==> src/rtl/if_stage_if.sv <==
// Fetch-stage bundle: hazard/redirect controls, imem port and IF/ID payload.
interface if_stage_if #(
  parameter int unsigned ADDR_W = 32,
  parameter int unsigned DATA_W = 32
);
  localparam int unsigned CNT_W = 32;

  logic              stall_i;
  logic              flush_i;
  logic              redirect_i;
  logic [ADDR_W-1:0] redirect_pc_i;
  logic [ADDR_W-1:0] imem_addr_o;
  logic [DATA_W-1:0] imem_rdata_i;
  logic [DATA_W-1:0] ifid_instr_o;
  logic [ADDR_W-1:0] ifid_pc_o;
  logic [ADDR_W-1:0] ifid_pc_plus4_o;
  logic              ifid_valid_o;
  logic              align_err_o;
  logic [CNT_W-1:0]  fetch_count_o;

  // Fetch stage side: drives the imem address and the IF/ID register.
  modport master (
    input  stall_i, flush_i, redirect_i, redirect_pc_i, imem_rdata_i,
    output imem_addr_o, ifid_instr_o, ifid_pc_o, ifid_pc_plus4_o,
           ifid_valid_o, align_err_o, fetch_count_o
  );

  // Surrounding pipeline side: hazard unit, branch resolution, imem, decode.
  modport slave (
    output stall_i, flush_i, redirect_i, redirect_pc_i, imem_rdata_i,
    input  imem_addr_o, ifid_instr_o, ifid_pc_o, ifid_pc_plus4_o,
           ifid_valid_o, align_err_o, fetch_count_o
  );
endinterface

==> src/rtl/if_stage.sv <==
// Instruction fetch: PC register, IF/ID pipeline register, fetch counter.
module if_stage #(
  parameter int unsigned       ADDR_W   = 32,
  parameter int unsigned       DATA_W   = 32,
  parameter logic [ADDR_W-1:0] RESET_PC = ADDR_W'(240)
) (
  input logic       clk,
  input logic       rst_n,
  if_stage_if.master bus
);
  localparam int unsigned CNT_W = 32;

  logic [ADDR_W-1:0] pc_q, pc_d;
  logic [DATA_W-1:0] instr_q, instr_d;
  logic [ADDR_W-1:0] ipc_q, ipc_d;
  logic [ADDR_W-1:0] ip4_q, ip4_d;
  logic              valid_q, valid_d;
  logic              align_q, align_d;
  logic [CNT_W-1:0]  count_q, count_d;
  logic [ADDR_W-1:0] pc_plus4;
  logic              bubble;
  logic              load;

  assign pc_plus4 = pc_q + ADDR_W'(4);
  // Redirect always kills the slot; flush kills it unless redirect already did.
  assign bubble   = bus.redirect_i | bus.flush_i;
  assign load     = ~bus.redirect_i & ~bus.stall_i & ~bus.flush_i;

  // Next-state: redirect > stall > sequential fetch, flush orthogonal on IF/ID.
  always_comb begin
    pc_d    = pc_q;
    instr_d = instr_q;
    ipc_d   = ipc_q;
    ip4_d   = ip4_q;
    valid_d = valid_q;
    count_d = count_q;
    align_d = bus.redirect_i & (bus.redirect_pc_i[1:0] != 2'b00);

    if (bus.redirect_i) begin
      pc_d = {bus.redirect_pc_i[ADDR_W-1:2], 2'b00};
    end else if (!bus.stall_i) begin
      pc_d = pc_plus4;
    end

    if (bubble) begin
      instr_d = '0;
      ipc_d   = '0;
      ip4_d   = '0;
      valid_d = 1'b0;
    end else if (load) begin
      instr_d = bus.imem_rdata_i;
      ipc_d   = pc_q;
      ip4_d   = pc_plus4;
      valid_d = 1'b1;
      count_d = count_q + CNT_W'(1);
    end
  end

  // State registers with asynchronous reset.
  always_ff @(posedge clk or negedge rst_n) begin
    if (!rst_n) begin
      pc_q    <= RESET_PC;
      instr_q <= '0;
      ipc_q   <= '0;
      ip4_q   <= '0;
      valid_q <= 1'b0;
      align_q <= 1'b0;
      count_q <= '0;
    end else begin
      pc_q    <= pc_d;
      instr_q <= instr_d;
      ipc_q   <= ipc_d;
      ip4_q   <= ip4_d;
      valid_q <= valid_d;
      align_q <= align_d;
      count_q <= count_d;
    end
  end

  assign bus.imem_addr_o     = pc_q;
  assign bus.ifid_instr_o    = instr_q;
  assign bus.ifid_pc_o       = ipc_q;
  assign bus.ifid_pc_plus4_o = ip4_q;
  assign bus.ifid_valid_o    = valid_q;
  assign bus.align_err_o     = align_q;
  assign bus.fetch_count_o   = count_q;
endmodule

==> src/flat_wrapper.sv <==
// flat-port wrapper written by rule: the top's interface ports become plain ports
module if_stage_flat 
#(
  parameter int unsigned       ADDR_W   = 32,
  parameter int unsigned       DATA_W   = 32,
  parameter logic [ADDR_W-1:0] RESET_PC = ADDR_W'(240)
)
  (clk, rst_n, bus_stall_i, bus_flush_i, bus_redirect_i, bus_redirect_pc_i, bus_imem_rdata_i, bus_imem_addr_o, bus_ifid_instr_o, bus_ifid_pc_o, bus_ifid_pc_plus4_o, bus_ifid_valid_o, bus_align_err_o, bus_fetch_count_o);
  if_stage_if #(.ADDR_W(ADDR_W), .DATA_W(DATA_W)) bus_i ();
  input logic clk;
  input logic rst_n;
  input wire logic [$bits(bus_i.stall_i)-1:0] bus_stall_i;
  input wire logic [$bits(bus_i.flush_i)-1:0] bus_flush_i;
  input wire logic [$bits(bus_i.redirect_i)-1:0] bus_redirect_i;
  input wire logic [$bits(bus_i.redirect_pc_i)-1:0] bus_redirect_pc_i;
  input wire logic [$bits(bus_i.imem_rdata_i)-1:0] bus_imem_rdata_i;
  output wire logic [$bits(bus_i.imem_addr_o)-1:0] bus_imem_addr_o;
  output wire logic [$bits(bus_i.ifid_instr_o)-1:0] bus_ifid_instr_o;
  output wire logic [$bits(bus_i.ifid_pc_o)-1:0] bus_ifid_pc_o;
  output wire logic [$bits(bus_i.ifid_pc_plus4_o)-1:0] bus_ifid_pc_plus4_o;
  output wire logic [$bits(bus_i.ifid_valid_o)-1:0] bus_ifid_valid_o;
  output wire logic [$bits(bus_i.align_err_o)-1:0] bus_align_err_o;
  output wire logic [$bits(bus_i.fetch_count_o)-1:0] bus_fetch_count_o;
  assign bus_i.stall_i = bus_stall_i;
  assign bus_i.flush_i = bus_flush_i;
  assign bus_i.redirect_i = bus_redirect_i;
  assign bus_i.redirect_pc_i = bus_redirect_pc_i;
  assign bus_i.imem_rdata_i = bus_imem_rdata_i;
  assign bus_imem_addr_o = bus_i.imem_addr_o;
  assign bus_ifid_instr_o = bus_i.ifid_instr_o;
  assign bus_ifid_pc_o = bus_i.ifid_pc_o;
  assign bus_ifid_pc_plus4_o = bus_i.ifid_pc_plus4_o;
  assign bus_ifid_valid_o = bus_i.ifid_valid_o;
  assign bus_align_err_o = bus_i.align_err_o;
  assign bus_fetch_count_o = bus_i.fetch_count_o;
  if_stage #(.ADDR_W(ADDR_W), .DATA_W(DATA_W), .RESET_PC(RESET_PC)) u_core (.clk(clk), .rst_n(rst_n), .bus(bus_i));
endmodule
==> config.mk <==
export PLATFORM = sky130hd
export DESIGN_NAME = if_stage_flat
export DESIGN_NICKNAME = d
export VERILOG_FILES = /design/src/rtl/if_stage_if.sv /design/src/rtl/if_stage.sv /design/src/flat_wrapper.sv
export SDC_FILE = /design/constraint.sdc
export NUM_CORES = 1
export LEC_CHECK = 0
export ABC_AREA = 1
export CAP_MARGIN = 20
export CORE_ASPECT_RATIO = 1.1
export CORE_MARGIN = 2
export CORE_UTILIZATION = 25
export DETAILED_ROUTE_END_ITERATION = 10
export PLACE_DENSITY = 0.47
export SYNTH_ARGS = -nofsm -noshare
export SYNTH_HDL_FRONTEND = slang
export SYNTH_SLANG_ARGS = --single-unit
==> constraint.sdc <==
create_clock -name clk -period 1.53 [get_ports clk]
set_input_delay 0.306 -clock clk [delete_from_list [all_inputs] [get_ports clk]]
set_output_delay 0.306 -clock clk [all_outputs]
set_load 0.005 [all_outputs]
; After elaboration in Yosys (flattened, before gate mapping)
; Index checks and enable logic that the tools add are counted.
[totals]
regBits = 162
latch_bits = 0
mem_bits_rw = 0
mem_bits_ro = 0
output_inout_bits = 162
n_memories = 0
[classes]
addsub = 2
multipliers = 0
n_div = 0
n_lt_le_gt_ge = 0
n_eq_ne = 1
n_shift = 0
n_mux = 10
n_bitwise = 8
n_reduce_logical = 3
[ops]
columns = operator, n
row1 = $mux 32, 8
row2 = $add 32x1->32 const B, 1
row3 = $add 32x3->32 const B, 1
row4 = $not 1->1, 4
row5 = $reduce_bool 2->1, 2
row6 = $and 1x1->1, 3
row7 = $mux 1, 2
row8 = $ne 2x1->1 const B, 1
row9 = $reduce_and 2->1, 1
row10 = $or 1x1->1, 1

; Depth between registers and ports, before layout
; Gate-level depths: netlist (run 1).
[depth]
ltp_word = 5
mapped_depth = 11
mapped_depth_nobuf = 11

; Least setup slack after synthesis (run 1)
; OpenSTA, ideal clock, no wires.
[synth_path]
kind = register to register
from = register u_core.pc_q[2], in the netlist u_core.bus.imem_addr_o[2]
to = register u_core.pc_q[26], in the netlist u_core.bus.imem_addr_o[26]
arrival_ps = 1378
path_slack_ps = 28
path_stages_with_launch = 11
n_path_buf = 0
synth_period_minus_slack_ps = 1502
path_cell_list = dfrtp_1 ha_1 nand2_1 nor2_2 nand2_2 nor2_4 nand2_1 nand2_1 nand2_1 nand2_1 nand3_1
[synth_via]
elab_chain_len = 3
[synth_lines]
columns = item, line_no
row1 = "start, declared", if_stage.sv:13  ; logic [ADDR_W-1:0] pc_q, pc_d;
row2 = "start signal, assigned", if_stage.sv:70  ; pc_q <= pc_d;
row3 = $add 32x3->32, if_stage.sv:24  ; assign pc_plus4 = pc_q + ADDR_W'(4);
row4 = $mux 32, if_stage.sv:41  ; end else if (!bus.stall_i) begin
row5 = $mux 32, if_stage.sv:39  ; if (bus.redirect_i) begin
; Every way passes these cells. The select of a mux whose other input is x is not followed.
; A chain may end at the register's enable or synchronous reset.

; Worst setup path after layout (run 1)
[layout_path]
from = register u_core.pc_q[7], in the netlist u_core.bus.imem_addr_o[7]
to = register u_core.ip4_q[26], in the netlist u_core.bus.ifid_pc_plus4_o[26]
[layout_via]
elab_chain_len = 3
[layout_lines]
columns = item, line_no
row1 = $add 32x3->32, if_stage.sv:24
row2 = $mux 32, if_stage.sv:50  ; end else if (load) begin
row3 = $mux 32, if_stage.sv:45  ; if (bubble) begin
row4 = "end signal, assigned", if_stage.sv:73  ; ip4_q <= ip4_d;
row5 = "end, declared", if_stage.sv:16  ; logic [ADDR_W-1:0] ip4_q, ip4_d;
; Every way passes these cells. The select of a mux whose other input is x is not followed.

==> results.cfg, run 1 <==
[route]
wl_per_cell_um = 16.9
drt_drc_violations_left = 0
detail_route.iter0.violations = 409
wirelength_um = 28900
via_per_inst = 4.47
ant_nets = 0
vias = 7658
drt_pass1_iterations = 6

[timing]
tightest_slew_ps = 543
maxSlewHeadroom_pct = 63.5
rsz0062_at_grt = true
holdWs_ps = 336
fmax_mhz = 595
finalWorstSetupSlack_ps = -152
clock_skew_ps = 12.9
drv_slew = 0
timing.final.crit_share_pct = 110
min_period_ps = 1680
finalSetupViolCount = 50
finalHoldViolCount = 0

[worst_setup_path]
worstPathArrival_ps = 2000
required_ps = 1850
worstPathCellList = buf_6, nand2_2, nor2_2, nand2_4, nor2_4, nand2_1, nand2_1, nand2_2, nand3_2, nand2_1
critPathCaptureType = flop
ff2ff_path_depth = 10
slowest_delay_ps = 550
cp-start-kind = flop
r2r_setup_slack_ps = -150
reg2reg_from = u_core.bus.imem_addr_o[7]
crit_type = reg -> reg
crit_end = u_core.bus.ifid_pc_plus4_o[26]
path_common_cell = nand2_1
crit_cells = 10
critical_path.startpoint = u_core.bus.imem_addr_o[7]
crit_path_max_fanout = 5
path_buf_inv = 1
rr_endpoint = u_core.bus.ifid_pc_plus4_o[26]
crit_slowest_cell = dfstp_2
cpLargestDelayFamily = simple AND/OR/NAND/NOR gates

[final_layout]
layout-drive-gt1-share_pct = 33.5
n_fill_cell = 2906
final_cells = 1714
final_cell_area_mm2 = 0.0132
area_growth_pct = 77.7
fin_nets = 1397

[floorplanning]
initial_core_util_pct = 25.3
die_area_mm2 = 0.0312
core_mm2 = 0.0295
rows = 66
die_x_um = 169
io_pins = 231
die_y_um = 185

[synthesis]
syn_inst = 894
synthFlopType = dfrtp_1
yosysWarningCount = 0
yosysTopAreaCell = dfrtp_1
yosysMostFrequentCell = nand2_1
synth_commonest_cells = nand2_1 (350), dfrtp_1 (152), nor2_1 (86)
synth_edf_count = 0
ys_ff_latch = 156
syn_area_per_cell_um2 = 8.34
synth_cell_type_count = 35
synthDominantCellAreaShare_pct = 51.0
syn_area_mm2 = 0.00745
async_reset_ff_share_pct = 100
ys_seq_area_share_pct = 52.4
yosys-top-cells-area = dfrtp_1 (51%), nand2_1 (18%), a22o_1 (4.7%)

[cts]
clock_latency_ps = 430
htreeDepth = 4
path_clk_slew_ps = 70
cts_tree = yes
root_buffer = clkbuf_16
cts.sinks = 156
cts_made_buffers = 17
cts.path.max_buffers = 2

[grt]
antenna_found_initial = 2
first_global_vias = 7900
grt.total_usage_pct = 18.3
grt_max_degree = 44
grt_pass1_wl_um = 43600
grt-ovfl-total = 0

[placement]
place_hpwl_um = 20500
postPlaceCellArea_mm2 = 0.0110
portBuffers = 224
dp.cells = 1575
place.gp.congestion = 0.858

[pwr]
ir_worst_vdd_mv = 0.566
leakage_nw = 6.69
power_density_mw_per_mm2 = 909

[job]
drv_cap = 0

[run_status]
status = finished with violations
violations = setup timing

[min_path]
hold_class = in -> async
==> metrics by stage <==
step | setup TNS [ps] | total power, mW | setup slack, ps | utilization, %
2_1_floorplan | 0 | 5.34 | 28.3 | -
3_3_place_gp | -43650 | 6.85 | -353 | 37.3
3_5_place_dp | -45570 | 6.84 | -379 | 37.3
4_1_cts | -3440 | 11.9 | -174 | 42.5
5_1_grt | -8430 | 12.6 | -240 | 44.9
6_report | -4070 | 12.0 | -152 | 44.9
==> state kept, by name, indices dropped and copies added (netlist names) <==
signal / cells
u_core.bus.imem_addr_o: 30
u_core.bus.ifid_valid_o: 1
u_core.bus.ifid_instr_o: 32
u_core.bus.align_err_o: 1
u_core.bus.fetch_count_o: 32
u_core.bus.ifid_pc_plus4_o: 30
u_core.bus.ifid_pc_o: 30
==> report_power, final <==
part / internal (mW) / switching (mW)
clock network: 2.78 / 1.87
registers: 4.40 / 0.200
logic: 1.47 / 1.32
==> per-layer routing <==
| metal | routed length, µm | global-route usage [%] | vias to the layer above |
|---|---|---|---|
| li1 | - | - | 3717 |
| met1 | 12100 | 22.4 | 3710 |
| met2 | 14400 | 31.2 | 197 |
| met3 | 1730 | 4.76 | 32 |
| met4 | 641 | 6.45 | 2 |
| met5 | 13 | 0 | - |
==> cell type report <==
type	count	area, µm²	area share [%]
diodes	1	2.50	0.0189
clock buffers	18	439	3.32
clock inverters	14	193	1.45
inverters	54	208	1.57
multi-input cells	652	3880	29.3
flip-flops and latches	156	3930	29.7
well taps	374	468	3.53
repair buffers	445	4120	31.1
==> cells by family after synthesis <==
logic type / count (synthesis) / share of synthesized area, %
other: 1 / 0.0503
AO/OA/AOI/OAI: 87 / 8.24
flip-flops: 156 / 52.4
AND/OR/NAND/NOR: 526 / 29.9
XOR/XNOR: 31 / 3.64
buffers and inverters: 91 / 5.44
adder cells (fa/ha/maj): 2 / 0.336
==> worst min-delay path by stage <==
stage               startpoint                              to  slack [ps]  cells past startpoint
CTS                      rst_n  u_core.bus.ifid_pc_plus4_o[16]         350                      2
detailed placement       rst_n  u_core.bus.ifid_pc_plus4_o[16]         220                      1
global route             rst_n  u_core.bus.ifid_pc_plus4_o[16]         360                      2
floorplan                rst_n          u_core.bus.align_err_o          10                      0
finish                   rst_n  u_core.bus.ifid_pc_plus4_o[16]         340                      2
global placement         rst_n      u_core.bus.imem_addr_o[16]         220                      1
==> cell usage in the layout (no fill, tap or decap), types with 5 or more instances in the layout <==
cell / instances
a22o_1: 40
buf_12: 14
buf_4: 158
buf_6: 57
clkbuf_16: 19
clkdlybuf4s15_1: 16
clkdlybuf4s50_1: 65
conb_1: 6
dfrtp_1: 136
dfrtp_2: 16
dlygate4sd2_1: 125
inv_1: 47
inv_2: 5
nand2_1: 301
nand2_2: 34
nand2_4: 16
nand3_1: 33
nand3_2: 16
nand3b_1: 6
nor2_1: 38
nor2_2: 27
nor2_4: 37
o211ai_1: 8
o21ai_0: 26
xnor2_1: 9
xor2_1: 14
xor2_2: 7
==> timing repair <==
item,4_1_cts,5_1_grt
endpoints found under the setup margin,209,120
gates cloned,0,2
pin swaps,46,81
gates resized for setup,314,155
endpoints found under the hold margin,23,0
hold buffers,1,0
buffers inserted,83,30
Note: power is estimated with default switching activity, not from simulation.
==> run 2: changes to the inputs <==
Settings changed: CORE_UTILIZATION 25 to 43, PLACE_DENSITY 0.47 to 0.75.
==> run 2 against run 1 <==
Effect of this change: the flow still finishes with violations (setup timing); non-clock buffer count down 53; total power down 3.9%; first-iteration DRC count up 64%; die area down 41%; flip-flop and latch count unchanged; routed wire length down 9.7%; clock-buffer cell count up 3; worst hold slack better by 63 ps; worst setup slack better by 33 ps; critical path type unchanged; highest routed layer is now met4.
==> results.cfg, run 2 (synthesis results as in run 1) <==
[final_layout]
layout-drive-gt1-share_pct = 27.1
n_antenna_cell = 0
final_cell_mix = nand2_1 (314), dfrtp_1 (139), dlygate4sd2_1 (136)
final_core_utilization_pct = 71.6
n_fill_cell = 1257
area_growth_pct = 63.4
seqCellArea_mm2 = 0.00393
fin_nets = 1344
final_cells = 1520
multiInputGateArea_mm2 = 0.00364
final_common_cell = nand2_1

[worst_setup_path]
critical_path.startpoint = u_core.bus.imem_addr_o[5]
reg2reg_from = u_core.bus.imem_addr_o[5]
slowest_delay_ps = 540
worstPathArrival_ps = 1960
critPathCaptureType = flop
crit_type = reg -> reg
cp-start-kind = flop
cpLargestDelayFamily = simple AND/OR/NAND/NOR gates
worstPathCellList = buf_6, inv_4, nor2_4, nand2_4, nor2_4, nand2_1, nand2_1, nand2_2, nand2_1, nand3_1
path_buf_inv = 2
crit_slowest_cell = dfstp_2
required_ps = 1840
crit_path_max_fanout = 5
path_common_cell = nand2_1
r2r_setup_slack_ps = -120

[timing]
finalHoldViolCount = 0
finalSetupViolCount = 33
finalSetupTns_ps = -1450
drv_slew = 0
finalWorstSetupSlack_ps = -119
rsz0062_at_grt = true
clock_skew_ps = 11.1
fmax_mhz = 607
min_period_ps = 1650
timing.final.crit_share_pct = 108

[route]
wl_per_cell_um = 17.2
drt_pass1_iterations = 6
detail_route.iter0.violations = 672
wirelength_um = 26100
ant_nets = 0
via_per_inst = 5.09
vias = 7734
drt_drc_violations_left = 0

[cts]
root_buffer = clkbuf_16
cts.path.max_buffers = 2
cts.sinks = 156
clock_latency_ps = 420
path_clk_slew_ps = 60
cts_made_buffers = 17
htreeDepth = 4
cts_tree = yes

[floorplanning]
die_area_mm2 = 0.0184
core_mm2 = 0.0170
io_pins = 231
initial_core_util_pct = 43.8
rows = 50
die_x_um = 130
die_y_um = 142

[pwr]
power_density_mw_per_mm2 = 949
ir_worst_vdd_mv = 0.852
finalPower_mw = 11.6
leakage_nw = 6.24

[grt]
met1_usage_pct = 35.2
grt_max_degree = 46
grt-busiest-layer = met2
first_global_vias = 7530
grt-ovfl-total = 0
antenna_found_initial = 0
grt.total_usage_pct = 27.7
grtUsageMet2_pct = 45.6
grt_use_met3_pct = 6.20
grt_pass1_wl_um = 39200

[placement]
dp.cells = 1405
place.gp.congestion = 0.904
place_hpwl_um = 17200
portBuffers = 224

[run_status]
violations = setup timing
status = finished with violations

[job]
drv_cap = 0

[min_path]
hold_class = in -> async
-- run 2: worst paths after layout --
kind,to,cells after the start
min,u_core.bus.ifid_pc_plus4_o[18],2
min in group clk,u_core.bus.align_err_o,3
max in group asynchronous,u_core.bus.fetch_count_o[24],3
max reg2reg,u_core.bus.imem_addr_o[20],10
max,u_core.bus.imem_addr_o[20],10
min reg2reg,u_core.bus.ifid_pc_plus4_o[14],2
-- run 2: what timing repair did --
action | CTS | global route
hold buffers | 1 | 0
setup endpoints to repair | 200 | 84
endpoints found under the hold margin | 31 | 0
setup buffers | 69 | 15
pin swaps | 19 | 55
gates resized for setup | 237 | 132
-- run 2: cell type report --
type	count	share of cell area (%)
well taps	234	2.40
flip-flops and latches	156	32.2
multi-input cells	652	29.9
inverters	54	1.70
repair buffers	392	28.7
clock inverters	11	1.40
clock buffers	21	3.70
-- run 2: per-layer routing --
metal  share of wire (%)  wire length, µm
met5                   0                0
met3                 7.3             1910
met1                  40            10300
met2                  49            12800
met4                 3.9             1010
-- run 2: worst reg2reg max path, cell delays in order (launching register included) --
cell	delay, ps
dfstp_2	540
buf_6	110
inv_4	40
nor2_4	160
nand2_4	120
nor2_4	230
nand2_1	90
nand2_1	90
nand2_2	70
nand2_1	50
nand3_1	50
-- run 2: power by group --
part,internal (mW),total (mW),switching [mW]
sequential,4.40,4.59,0.196
clock,2.78,4.49,1.71
combinational,1.26,2.49,1.23
total,8.43,11.6,3.14
-- run 2: per-stage QoR --
step / setup WS, ps / area (µm²) / hold slack, ps
final: -119 / 12200 / 399
after global routing: -225 / 12200 / 419
after CTS: -64.3 / 11700 / 395
after detailed placement: -389 / 10500 / 267
after global placement: -356 / 10500 / 268
after floorplan: 28.3 / 7470 / 10.4
==> run 3: changes to the inputs <==
Settings changed: CORE_ASPECT_RATIO 1.1 to 0.7, CTS_CLUSTER_SIZE from default to 24, PLACE_DENSITY 0.75 to 0.82.
==> run 3 against run 2 <==
Effect of this change: the run still ends with setup timing left; fmax is 6.9% lower; global-route usage rose by 1.5 points; worst hold slack lost 30 ps; non-clock buffer count up 35; core utilization is 1.2 points higher; critical path depth down 1; highest routed layer unchanged; critical path type unchanged; clock power fell by 7.1%; largest cell class unchanged; total power shrank 1.4%; via count up 6.7%.
==> results.cfg, run 3 (synthesis results as in run 1) <==
[run_status]
status = finished with violations
violations = setup timing

[worst_setup_path]
path_buf_inv = 3
slowest_delay_ps = 560
worstPathArrival_ps = 2080
crit_slowest_cell = dfstp_2
critical_path.startpoint = u_core.bus.imem_addr_o[4]
rr_endpoint = u_core.bus.imem_addr_o[27]
r2r_setup_slack_ps = -240
crit_cells = 9
ff2ff_path_depth = 9
crit_path_max_fanout = 3
cpLargestDelayFamily = simple AND/OR/NAND/NOR gates
required_ps = 1840
path_common_cell = nand3_1
cp-start-kind = flop
crit_type = reg -> reg
worstPathCellList = buf_6, buf_6, nand3_1, nor2_2, nand2_2, inv_2, nand3_1, nand3_1, nand3_1
reg2reg_from = u_core.bus.imem_addr_o[4]
critPathCaptureType = flop

[pwr]
p_comb_share_pct = 23.3
clockPowerShare_pct = 36.5
leakage_nw = 6.41
swShare_pct = 28.3
ir_worst_vdd_mv = 0.495
pwr-share-seq_pct = 40.2
power.switching_mw = 3.23
power_density_mw_per_mm2 = 918
finalPower_mw = 11.4
p_int_mw = 8.18

[final_layout]
final_cell_area_mm2 = 0.0124
area_growth_pct = 66.7
final_core_utilization_pct = 72.8
final_common_cell = nand2_1
n_antenna_cell = 0
fin_nets = 1379
n_fill_cell = 1145
layout-drive-gt1-share_pct = 29.1
final_cell_mix = nand2_1 (311), buf_4 (168), dfrtp_1 (145)

[timing]
finalHoldViolCount = 0
fmax_mhz = 565
clock_skew_ps = 8.49
min_period_ps = 1770
rsz0062_at_grt = true
finalSetupTns_ps = -7910
drv_slew = 0
finalSetupViolCount = 58
finalWorstSetupSlack_ps = -240
timing.final.crit_share_pct = 116

[grt]
grtUsageMet2_pct = 45.8
antenna_found_initial = 0
grt-ovfl-total = 0
grt-busiest-layer = met2
grt.total_usage_pct = 29.1
grt_max_degree = 54
first_global_vias = 7898
grt_use_met3_pct = 8.84
met1_usage_pct = 38.0
grt_pass1_wl_um = 41300

[cts]
cts_tree = yes
root_buffer = clkbuf_16
htreeDepth = 4
cts_made_buffers = 17
cts.path.max_buffers = 2
path_clk_slew_ps = 70
clock_latency_ps = 430
cts.sinks = 156

[floorplanning]
initial_core_util_pct = 43.7
die_area_mm2 = 0.0184
core_mm2 = 0.0171
die_x_um = 161
die_y_um = 114
rows = 40
io_pins = 231

[placement]
dp_slack_ps = -370
postPlaceCellArea_mm2 = 0.0106
place_hpwl_um = 18100
portBuffers = 224
place.gp.congestion = 0.985

[job]
drv_cap = 0

[min_path]
hold_class = in -> async

[route]
detail_route.iter0.violations = 821
wirelength_um = 28700
vias = 8256
wl_per_cell_um = 18.5
drt_pass1_iterations = 8
ant_nets = 0
via_per_inst = 5.32
drt_drc_violations_left = 0
==> run 3: area by class of cell <==
class | instances | area [µm²] | share of cell area, %
flip-flops and latches | 156 | 3920 | 31.5
clock buffers | 24 | 462 | 3.72
inverters | 54 | 205 | 1.65
clock inverters | 8 | 95.1 | 0.765
well taps | 231 | 289 | 2.33
repair buffers | 427 | 3780 | 30.4
multi-input cells | 652 | 3680 | 29.6
==> run 3: timing repair <==
item | in CTS | in global routing
setup buffers | 80 | 28
hold buffers | 1 | 0
pin swaps | 29 | 52
gates resized for setup | 231 | 145
endpoints found under the setup margin | 202 | 97
endpoints found under the hold margin | 34 | 0
==> run 3: power by group through the flow <==
stage               Clock, mW  Combinational (mW)  Sequential [mW]
CTS                      4.17                2.31             4.56
finish                   4.17                2.66             4.58
global placement            0                1.97             4.71
floorplan                   0               0.609             4.73
detailed placement          0                2.00             4.72
global route             4.38                2.84             4.61
==> run 3: worst max path at each step <==
stage                     slack (ps)                            to
final                           -240    u_core.bus.imem_addr_o[27]
after global routing            -340    u_core.bus.imem_addr_o[20]
after CTS                       -180    u_core.bus.imem_addr_o[24]
after detailed placement        -370  u_core.bus.fetch_count_o[24]
after global placement          -310  u_core.bus.fetch_count_o[24]
after floorplan                   30    u_core.bus.imem_addr_o[26]
==> run 3: per-layer routing <==
| layer | vias up | wire length [µm] |
|---|---|---|
| met3 | 106 | 2960 |
| li1 | 3681 | - |
| met4 | 0 | 1080 |
| met2 | 517 | 13400 |
| met5 | - | 0 |
| met1 | 3952 | 11300 |
==> run 3: through the flow <==
step | std cells | hold slack, ps
final | 1552 | 369
after global routing | 1552 | 406
after CTS | 1526 | 387
after detailed placement | 1413 | 257
after global placement | 1413 | 258
after floorplan | 899 | 10.4
